**src/rtl/fpmu_pkg.sv**
```systemverilog
// Shared types and saturating arithmetic helpers for the FPMU MAC sequencer.
// Values are carried in a 64-bit signed container; callers extend per signedness.
package fpmu_pkg;

    typedef enum logic [2:0] {IDLE, RUN, FLUSH, SAT, DONE} state_t;

    localparam int XW = 64;
    typedef logic signed [XW-1:0] xval_t;

    typedef struct packed {
        xval_t val;
        logic  hit;
    } sat_res_t;

    function automatic xval_t lim_hi(input int w, input logic sgn);
        return sgn ? (xval_t'(1) <<< (w - 1)) - xval_t'(1) : (xval_t'(1) <<< w) - xval_t'(1);
    endfunction

    function automatic xval_t lim_lo(input int w, input logic sgn);
        return sgn ? -(xval_t'(1) <<< (w - 1)) : xval_t'(0);
    endfunction

    // Clamp a value into the w-bit range of the chosen signedness.
    function automatic sat_res_t clamp(input xval_t v, input int w, input logic sgn);
        sat_res_t r;
        xval_t    hi;
        xval_t    lo;
        hi = lim_hi(w, sgn);
        lo = lim_lo(w, sgn);
        if (v > hi) begin
            r.val = hi;
            r.hit = 1'b1;
        end else if (v < lo) begin
            r.val = lo;
            r.hit = 1'b1;
        end else begin
            r.val = v;
            r.hit = 1'b0;
        end
        return r;
    endfunction

    // Operands fit in w bits, so the 64-bit sum is exact before clamping.
    function automatic sat_res_t sat_add(input xval_t a, input xval_t b, input int w, input logic sgn);
        return clamp(a + b, w, sgn);
    endfunction

endpackage

```
**src/rtl/fpmu_mac_seq_fpmu.sv**
```systemverilog
// Combinational fixed-point multiplier: returns product bits
// [WIDTH+FP_POSITIONS-1:FP_POSITIONS]; higher bits are dropped without a flag.
module fpmu #(
    parameter int SIGN         = 1,
    parameter int WIDTH        = 8,
    parameter int FP_POSITIONS = 4
) (
    input  logic [WIDTH-1:0] i_a,
    input  logic [WIDTH-1:0] i_b,
    output logic [WIDTH-1:0] o_p
);
    localparam int PW = WIDTH + FP_POSITIONS;

    logic [PW-1:0] w_ea;
    logic [PW-1:0] w_eb;
    logic [PW-1:0] w_full;

    // Only the low PW product bits are needed, so a PW x PW multiply suffices.
    generate
        if (SIGN != 0) begin : g_signed
            assign w_ea = PW'($signed(i_a));
            assign w_eb = PW'($signed(i_b));
        end else begin : g_unsigned
            assign w_ea = PW'(i_a);
            assign w_eb = PW'(i_b);
        end
    endgenerate

    assign w_full = w_ea * w_eb;
    assign o_p    = WIDTH'(w_full >> FP_POSITIONS);

endmodule

```
**src/rtl/fpmu_mac_seq.sv**
```systemverilog
// Dot-product sequencer: streams operand pairs through one FPMU, accumulates
// with saturation and hands back one clamped result per job.
module fpmu_mac_seq
    import fpmu_pkg::*;
#(
    parameter int SIGN         = 1,
    parameter int WIDTH        = 8,
    parameter int FP_POSITIONS = 4,
    parameter int ACC_WIDTH    = 16,
    parameter int MAX_LEN      = 64,
    localparam int LEN_W       = $clog2(MAX_LEN + 1)
) (
    input  logic             i_clk,
    input  logic             i_rst,
    input  logic             i_start,
    input  logic [LEN_W-1:0] i_cfg_len,
    output logic             o_busy,
    input  logic             i_in_valid,
    output logic             o_in_ready,
    input  logic [WIDTH-1:0] i_in_a,
    input  logic [WIDTH-1:0] i_in_b,
    output logic             o_out_valid,
    input  logic             i_out_ready,
    output logic [WIDTH-1:0] o_out_data,
    output logic             o_out_sat
);
    state_t             r_state;
    state_t             w_next;
    logic [LEN_W-1:0]   r_len;
    logic [LEN_W-1:0]   r_count;
    logic [ACC_WIDTH-1:0] r_acc;
    logic [WIDTH-1:0]   r_prod;
    logic               r_prod_vld;
    logic               r_sat;
    logic               r_out_valid;
    logic [WIDTH-1:0]   r_out_data;
    logic               r_out_sat;

    logic [WIDTH-1:0]   w_prod;
    logic [LEN_W-1:0]   w_len_clamp;
    logic               w_accept;
    logic               w_last;
    xval_t              w_acc_x;
    xval_t              w_prod_x;
    sat_res_t           w_add;
    sat_res_t           w_clamp;

    fpmu #(
        .SIGN         (SIGN),
        .WIDTH        (WIDTH),
        .FP_POSITIONS (FP_POSITIONS)
    ) u_fpmu (
        .i_a (i_in_a),
        .i_b (i_in_b),
        .o_p (w_prod)
    );

    generate
        if (SIGN != 0) begin : g_ext_s
            assign w_acc_x  = xval_t'($signed(r_acc));
            assign w_prod_x = xval_t'($signed(r_prod));
        end else begin : g_ext_u
            assign w_acc_x  = xval_t'(r_acc);
            assign w_prod_x = xval_t'(r_prod);
        end
    endgenerate

    assign w_add   = sat_add(w_acc_x, w_prod_x, ACC_WIDTH, SIGN != 0);
    assign w_clamp = clamp(w_acc_x, WIDTH, SIGN != 0);

    assign w_len_clamp = (i_cfg_len > LEN_W'(MAX_LEN)) ? LEN_W'(MAX_LEN) : i_cfg_len;
    assign o_in_ready  = (r_state == RUN) && (r_count < r_len);
    assign w_accept    = i_in_valid && o_in_ready;
    assign w_last      = w_accept && (r_count == r_len - 1'b1);

    assign o_busy      = (r_state != IDLE);
    assign o_out_valid = r_out_valid;
    assign o_out_data  = r_out_data;
    assign o_out_sat   = r_out_sat;

    always_comb begin
        w_next = r_state;
        case (r_state)
            IDLE:    if (i_start) w_next = (w_len_clamp != '0) ? RUN : SAT;
            RUN:     if (w_last) w_next = FLUSH;
            FLUSH:   w_next = SAT;
            SAT:     w_next = DONE;
            DONE:    if (i_out_ready) w_next = IDLE;
            default: w_next = IDLE;
        endcase
    end

    always_ff @(posedge i_clk) begin
        if (i_rst) begin
            r_state     <= IDLE;
            r_len       <= '0;
            r_count     <= '0;
            r_acc       <= '0;
            r_prod      <= '0;
            r_prod_vld  <= 1'b0;
            r_sat       <= 1'b0;
            r_out_valid <= 1'b0;
            r_out_data  <= '0;
            r_out_sat   <= 1'b0;
        end else begin
            r_state    <= w_next;
            r_prod_vld <= w_accept;
            if (w_accept) begin
                r_prod  <= w_prod;
                r_count <= r_count + 1'b1;
            end
            // Product register drains one cycle behind the accept, through FLUSH.
            if (r_prod_vld) begin
                r_acc <= ACC_WIDTH'(w_add.val);
                if (w_add.hit) r_sat <= 1'b1;
            end
            case (r_state)
                IDLE: if (i_start) begin
                    r_len   <= w_len_clamp;
                    r_count <= '0;
                    r_acc   <= '0;
                    r_sat   <= 1'b0;
                end
                SAT: begin
                    r_out_data  <= WIDTH'(w_clamp.val);
                    r_out_sat   <= r_sat | w_clamp.hit;
                    r_out_valid <= 1'b1;
                end
                DONE: if (i_out_ready) r_out_valid <= 1'b0;
                default: ;
            endcase
        end
    end

endmodule
```
**config.mk**
```make
export PLATFORM = sky130hd
export DESIGN_NAME = fpmu_mac_seq
export DESIGN_NICKNAME = d
export VERILOG_FILES = /design/src/rtl/fpmu_pkg.sv /design/src/rtl/fpmu_mac_seq_fpmu.sv /design/src/rtl/fpmu_mac_seq.sv
export SDC_FILE = /design/constraint.sdc
export NUM_CORES = 1
export LEC_CHECK = 0
export BUFFER_PORTS_ARGS = -buffer_cell sky130_fd_sc_hd__buf_2
export CAP_MARGIN = 40
export CORE_ASPECT_RATIO = 0.9
export CORE_MARGIN = 3
export CORE_UTILIZATION = 60
export DETAILED_ROUTE_END_ITERATION = 8
export HOLD_SLACK_MARGIN = 0.08
export PLACE_DENSITY = 0.8
export SLEW_MARGIN = 40
export SYNTH_ARGS = -nofsm -noshare
export SYNTH_HDL_FRONTEND = slang
export SYNTH_SLANG_ARGS = --single-unit
```
**constraint.sdc**
```tcl
create_clock -name i_clk -period 5.4 [get_ports i_clk]
set_clock_uncertainty 0.15 [all_clocks]
set_input_delay 0.27 -clock i_clk [delete_from_list [all_inputs] [get_ports i_clk]]
set_output_delay 0.27 -clock i_clk [all_outputs]
set_load 0.01 [all_outputs]
```
Yosys cells after proc, flatten, opt, wreduce, memory -nomap -nowiden
Cells that the tools add are included.
{ "classes": {"n_eq_ne": 8, "mux": 22, "bitwise_logic": 1, "n_reduce_logical": 10, "mul": 1, "addsub": 3, "magnitude_cmp": 6} }
{ "ops": {"columns": ["cell", "count"], "rows": [
  ["2-to-1 mux 16 bit", 3],
  ["2-to-1 mux 17 bit", 2],
  ["2-to-1 mux 7 bit", 4],
  ["2-to-1 mux 9 bit", 2],
  ["adder 16 x 8 -> 17 bit", 1],
  ["> comparator 17 x 16 -> 1 bit, second input constant", 1],
  ["less-than comparator 17 x 16 -> 1 bit, second input constant", 1],
  ["> comparator 16 x 8 -> 1 bit, second input constant", 1],
  ["less-than comparator 16 x 8 -> 1 bit, second input constant", 1],
  ["one-hot mux 3 bit (5 select lines)", 1],
  ["multiplier 8 x 8 -> 12 bit", 1],
  ["2-to-1 mux 3 bit", 3],
  ["adder 7 x 1 -> 7 bit, second input constant", 1],
  ["equality test 7 bit", 1],
  ["> comparator 7 bit, second input constant", 1],
  ["less-than comparator 7 bit", 1],
  ["nonzero test 7 bit", 1],
  ["subtractor 7 x 1 -> 7 bit, second input constant", 1],
  ["equality test 3 x 2 -> 1 bit, second input constant", 2],
  ["!= test 2 bit, second input constant", 3],
  ["2-to-1 mux 1 bit", 5],
  ["AND reduction 2 bit", 2],
  ["equality test 3 x 1 -> 1 bit, second input constant", 1],
  ["equality test 3 bit, second input constant", 1],
  ["other kinds (8)", 10]
]} }
{ "totals": {"reg_bits": 53, "out_inout_bits": 12, "input_bits": 28, "word_cells": 61} }

Logic depth before layout (Yosys ltp)
{ "depth": {"depth_word": 8, "ltp_mapped": 17, "ltp_nobuf": 17} }

Modules after synthesis
From an unflattened synthesis, not the netlist that was laid out.
{ "hier_totals": {"hier_cells": 625, "area_unflattened_um2": 5226.3} }
{ "by_module_without_submodules": {"columns": ["module", "n_inst", "seq_area_each_um2", "area_per_inst_um2", "cells_per_inst"], "rows": [
  ["fpmu_mac_seq", 1, 1061.0, 3408.3, 411],
  ["fpmu", 1, 0.0, 1818.0, 214]
]} }

Least setup slack after synthesis
OpenSTA, ideal clock, no wires.
{ "synth_timing": {"path_kind": "input -> register", "start": "input port i_in_a[0]", "end": "register r_prod[7]", "setup_ns": 0.128, "t_arrival_ns": 3.649, "path_stages": 13, "required_time_ns": 5.122, "n_path_buf": 0, "path_slack_ns": 1.473, "path_cell_list": "nand2b_1 fa_1 fa_1 inv_1 fa_1 fa_1 ha_1 o21a_1 o31a_1 o41ai_1 xnor2_1 mux2i_1 nor2_1"} }
{ "synth_via": {"elab_chain_len": 1} }
{ "synth_rtl": {"columns": ["item", "line_no", "text"], "rows": [
  ["from (decl)", "fpmu_mac_seq.sv:20", "input logic [WIDTH-1:0] i_in_a,"],
  ["multiplier 8 x 8 -> 12 bit", "fpmu_mac_seq_fpmu.sv:29", "assign w_full = w_ea * w_eb;"],
  ["to (signal assigned)", "fpmu_mac_seq.sv:109", "r_prod <= w_prod;"],
  ["to (decl)", "fpmu_mac_seq.sv:32", "logic [WIDTH-1:0] r_prod;"]
]} }
No other way between the ends.
A chain may end at the register's enable or synchronous reset.

Worst setup path after layout
{ "layout_timing": {"start": "input port i_in_b[4]", "end": "register r_prod[6]"} }
{ "layout_via": {"elab_chain_len": 1} }
{ "layout_rtl": {"columns": ["item", "line_no", "text"], "rows": [
  ["from (decl)", "fpmu_mac_seq.sv:21", "input logic [WIDTH-1:0] i_in_b,"],
  ["multiplier 8 x 8 -> 12 bit", "fpmu_mac_seq_fpmu.sv:29", null]
]} }
No other way between the ends.

==> flow_results.xml <==
<?xml version="1.0" encoding="UTF-8"?>
<metrics>
  <group name="route">
    <metric name="routedWlPerCell" unit="microns">14.7</metric>
    <metric name="postRouteAntennaNets" unit="">0</metric>
    <metric name="drt-initial-drc-count" unit="">147</metric>
    <metric name="route.vias.total" unit="">4176</metric>
    <metric name="drc_errors" unit="">0</metric>
    <metric name="vias_per_cell" unit="">5.61</metric>
    <metric name="wirelength" unit="mm">10.9</metric>
    <metric name="firstDrtPassIters" unit="">5</metric>
  </group>
  <group name="timing">
    <metric name="rsz0062_at_grt" unit="">no</metric>
    <metric name="actual_slew_at_the_worst_max_slew_pin" unit="ns">0.822</metric>
    <metric name="tns_setup" unit="ns">0</metric>
    <metric name="hold-worst-slack" unit="ns">0.0883</metric>
    <metric name="fmax" unit="GHz">0.256</metric>
    <metric name="period_needed" unit="ns">3.91</metric>
    <metric name="setup_violations" unit="">0</metric>
    <metric name="worst_slack" unit="ns">1.49</metric>
    <metric name="timing.final.hold_violations" unit="">0</metric>
    <metric name="relSlewSlack" unit="">0.449</metric>
    <metric name="layout_worst_path_cycle_share" unit="">0.723</metric>
    <metric name="final-max-slew-violation-count" unit="">0</metric>
  </group>
  <group name="global_routing">
    <metric name="gr-usage-all-layers" unit="">0.235</metric>
    <metric name="grt-ovfl-total" unit="">0</metric>
    <metric name="via_count_of_the_first_global_routing_pass" unit="">4261</metric>
    <metric name="grt_antenna_before_repair" unit="">0</metric>
    <metric name="grt_pass1_wl" unit="mm">19.3</metric>
    <metric name="grt_start_max_net_pins" unit="">33</metric>
  </group>
  <group name="clock_network">
    <metric name="numCtsBuffers" unit="">5</metric>
    <metric name="cts-root-buf" unit="">sky130_fd_sc_hd__clkbuf_8</metric>
    <metric name="number_of_clock_sinks" unit="">53</metric>
    <metric name="cts-htree-levels" unit="">2</metric>
    <metric name="clkLatencyLatePin" unit="ns">0.32</metric>
    <metric name="post_cts.resized_instances" unit="">0</metric>
    <metric name="tritoncts" unit="">done</metric>
    <metric name="post_cts.repair.setup_buffers" unit="">0</metric>
    <metric name="cts.clk_slew.worst_paths" unit="ns">0.11</metric>
    <metric name="clk_path_buf_depth" unit="">2</metric>
  </group>
  <group name="critical_path">
    <metric name="reg2reg_to" unit="">r_acc[5]$_SDFF_PP0_</metric>
    <metric name="critPathLaunchType" unit="">input pin</metric>
    <metric name="worst-endpoint-required" unit="ns">5.46</metric>
    <metric name="launching_point_of_the_worst_reg2reg_path" unit="">r_prod[7]$_SDFFE_PP0P_</metric>
    <metric name="worst-r2r-setup-slack" unit="ns">2.31</metric>
    <metric name="r2r_cells" unit="">8</metric>
    <metric name="crit_fanout" unit="">8</metric>
    <metric name="worst_setup_path_end_kind" unit="">flop</metric>
    <metric name="worst-setup-path-type" unit="">input pin to flop</metric>
    <metric name="worst-endpoint-arrival" unit="ns">3.97</metric>
  </group>
  <group name="logic_synthesis">
    <metric name="synth_top_cells_by_area" unit="">sky130_fd_sc_hd__dfxtp_1 (20%), sky130_fd_sc_hd__fa_1 (14%), sky130_fd_sc_hd__ha_1 (12%)</metric>
    <metric name="yosysTopAreaCellShare" unit="">0.205</metric>
    <metric name="ys_warn_count" unit="">0</metric>
    <metric name="synthDistinctLibCells" unit="">62</metric>
    <metric name="yosys.cell_count.top_type" unit="">sky130_fd_sc_hd__inv_1</metric>
    <metric name="postSynthAreaPerCell" unit="sq um">8.66</metric>
    <metric name="yosys_register_bits" unit="">53</metric>
    <metric name="syn-instance-count" unit="">598</metric>
    <metric name="ys_dominant_reg_cell" unit="">sky130_fd_sc_hd__dfxtp_1</metric>
    <metric name="synth_enable_flop_cells" unit="">0</metric>
    <metric name="synth_area_leader_cell" unit="">sky130_fd_sc_hd__dfxtp_1</metric>
    <metric name="commonest_cells_in_the_netlist" unit="">sky130_fd_sc_hd__inv_1 (59), sky130_fd_sc_hd__dfxtp_1 (53), sky130_fd_sc_hd__nand2_1 (50), sky130_fd_sc_hd__ha_1 (48), sky130_fd_sc_hd__o21ai_0 (40)</metric>
    <metric name="postSynth.asyncResetShare" unit="">0</metric>
    <metric name="syn-num-nets" unit="">711</metric>
    <metric name="sequential_share_of_the_synthesized_area" unit="">0.205</metric>
    <metric name="cell_area_after_synthesis" unit="sq um">5180</metric>
  </group>
  <group name="place">
    <metric name="globalplace.congestion" unit="">0.907</metric>
    <metric name="port_buffers" unit="">39</metric>
    <metric name="place_worst_setup_slack" unit="ns">1.13</metric>
    <metric name="place.detailed.hpwl" unit="mm">8.72</metric>
  </group>
  <group name="power_and_ir_drop">
    <metric name="power_per_cell_area" unit="nW/um^2">259</metric>
    <metric name="p_leak" unit="nW">2.43</metric>
    <metric name="vdd_ir_drop_max" unit="uV">151</metric>
  </group>
  <group name="die">
    <metric name="design.portCount" unit="">40</metric>
    <metric name="initial_core_util" unit="">0.630</metric>
    <metric name="dieArea" unit="sq um">9780</metric>
    <metric name="floorplan.rows" unit="">31</metric>
    <metric name="die_width" unit="microns">104</metric>
    <metric name="fp.coreArea" unit="sq um">8220</metric>
    <metric name="chipHeight" unit="microns">94.1</metric>
  </group>
  <group name="job">
    <metric name="max_cap_violations" unit="">0</metric>
  </group>
  <group name="cells_and_area">
    <metric name="layout_cell_share_with_drive_strength_beyond_1" unit="">0.137</metric>
    <metric name="insertedDiodeCount" unit="">0</metric>
    <metric name="flow.area_growth_from_synthesis" unit="%">7.63</metric>
    <metric name="design.final.nets" unit="">742</metric>
  </group>
  <group name="worst_hold_path">
    <metric name="hold_path_end" unit="">r_len[3]$_SDFFE_PP0P_</metric>
    <metric name="min_path_cells" unit="">3</metric>
    <metric name="min-delay-path-class" unit="">input pin to flop</metric>
    <metric name="worst_hold_startpoint" unit="">i_cfg_len[3]</metric>
  </group>
  <group name="run_status">
    <metric name="outcome" unit="">complete, no violations</metric>
  </group>
</metrics>
-- logic make-up after synthesis --
logic type / count (synthesis) / share of synthesized area
AND/OR/NAND/NOR: 182 / 0.186
AO/OA/AOI/OAI: 131 / 0.159
adder cells (fa/ha/maj): 99 / 0.288
multiplexers: 8 / 0.0155
buffers and inverters: 81 / 0.0647
XOR/XNOR: 44 / 0.0814
flip-flops: 53 / 0.205
-- placed cells by master, fill, tap and decap left out, types with 12 or more instances in the layout --
master	count
sky130_fd_sc_hd__xnor2_1	28
sky130_fd_sc_hd__dfxtp_1	52
sky130_fd_sc_hd__o21ai_0	40
sky130_fd_sc_hd__ha_1	48
sky130_fd_sc_hd__xor2_1	13
sky130_fd_sc_hd__nand2_1	50
sky130_fd_sc_hd__buf_2	39
sky130_fd_sc_hd__inv_1	59
sky130_fd_sc_hd__a21oi_1	39
sky130_fd_sc_hd__a21oi_2	12
sky130_fd_sc_hd__nor2_1	30
sky130_fd_sc_hd__and2_1	36
sky130_fd_sc_hd__fa_1	37
-- per-stage QoR --
step / cells / total power, mW / utilization / cell area [sq um]
floorplan: 598 / 1.06 / - / 5180
global placement: 731 / 1.17 / 0.658 / 5410
detailed placement: 731 / 1.20 / 0.658 / 5410
CTS: 745 / 1.46 / 0.677 / 5570
global route: 745 / 1.57 / 0.678 / 5570
finish: 745 / 1.44 / 0.678 / 5570
-- worst max-delay path, cell delays in order --
cell,delay [ns]
sky130_fd_sc_hd__buf_2,0.16
sky130_fd_sc_hd__and2_1,0.17
sky130_fd_sc_hd__fa_1,0.42
sky130_fd_sc_hd__inv_1,0.09
sky130_fd_sc_hd__fa_1,0.41
sky130_fd_sc_hd__fa_1,0.47
sky130_fd_sc_hd__fa_1,0.54
sky130_fd_sc_hd__inv_1,0.04
sky130_fd_sc_hd__ha_1,0.31
sky130_fd_sc_hd__nor2b_1,0.15
sky130_fd_sc_hd__o21ai_0,0.17
sky130_fd_sc_hd__nand2b_1,0.11
sky130_fd_sc_hd__a21o_1,0.18
sky130_fd_sc_hd__a21oi_1,0.16
sky130_fd_sc_hd__xnor2_1,0.08
sky130_fd_sc_hd__a22o_1,0.22
-- per-layer routing --
| layer | global-route usage | share of wire | vias to the layer above |
|---|---|---|---|
| met5 | 0 | 0 | - |
| met4 | 0.0377 | 0.0062 | 0 |
| met3 | 0.0316 | 0.027 | 8 |
| met2 | 0.433 | 0.51 | 69 |
| met1 | 0.300 | 0.46 | 2013 |
| li1 | - | - | 2086 |
-- layout make-up --
class | instances | area (sq um)
multi-input combinational | 464 | 3790
fill | 709 | 2650
sequential | 53 | 1060
timing repair buffer | 45 | 255
inverter | 60 | 225
tap | 115 | 144
clock buffer | 5 | 68.8
clock inverter | 3 | 28.8
-- how the worst max path moves through the flow --
stage | start | end | cells past startpoint
floorplan | i_in_a[0] | r_prod[7]$_SDFFE_PP0P_ | 13
global placement | i_in_b[7] | r_prod[7]$_SDFFE_PP0P_ | 15
detailed placement | i_in_b[7] | r_prod[7]$_SDFFE_PP0P_ | 15
CTS | i_in_b[7] | r_prod[7]$_SDFFE_PP0P_ | 15
global route | i_in_b[4] | r_prod[6]$_SDFFE_PP0P_ | 16
finish | i_in_b[4] | r_prod[6]$_SDFFE_PP0P_ | 16
-- where the power goes --
part / switching, mW / internal, mW / total (mW) / leakage (nW)
clock network: 0.154 / 0.0984 / 0.253 / 0.0511
registers: 0.0190 / 0.406 / 0.425 / 0.429
logic: 0.404 / 0.362 / 0.766 / 1.95
-- sequential cells by signal, summed over array words and instances (netlist names) --
register     count
r_acc           16
o_out_data       8
r_prod           8
r_count          7
r_len            7
r_state          3
o_out_sat        1
o_out_valid      1
r_prod_vld       1
r_sat            1
-- what timing repair did --
action / 4_1_cts / 5_1_grt
setup endpoints to repair: 0 / 0
endpoints found under the hold margin: 6 / 0
hold buffers: 6 / 0
Note: power is estimated with default switching activity, not from simulation.
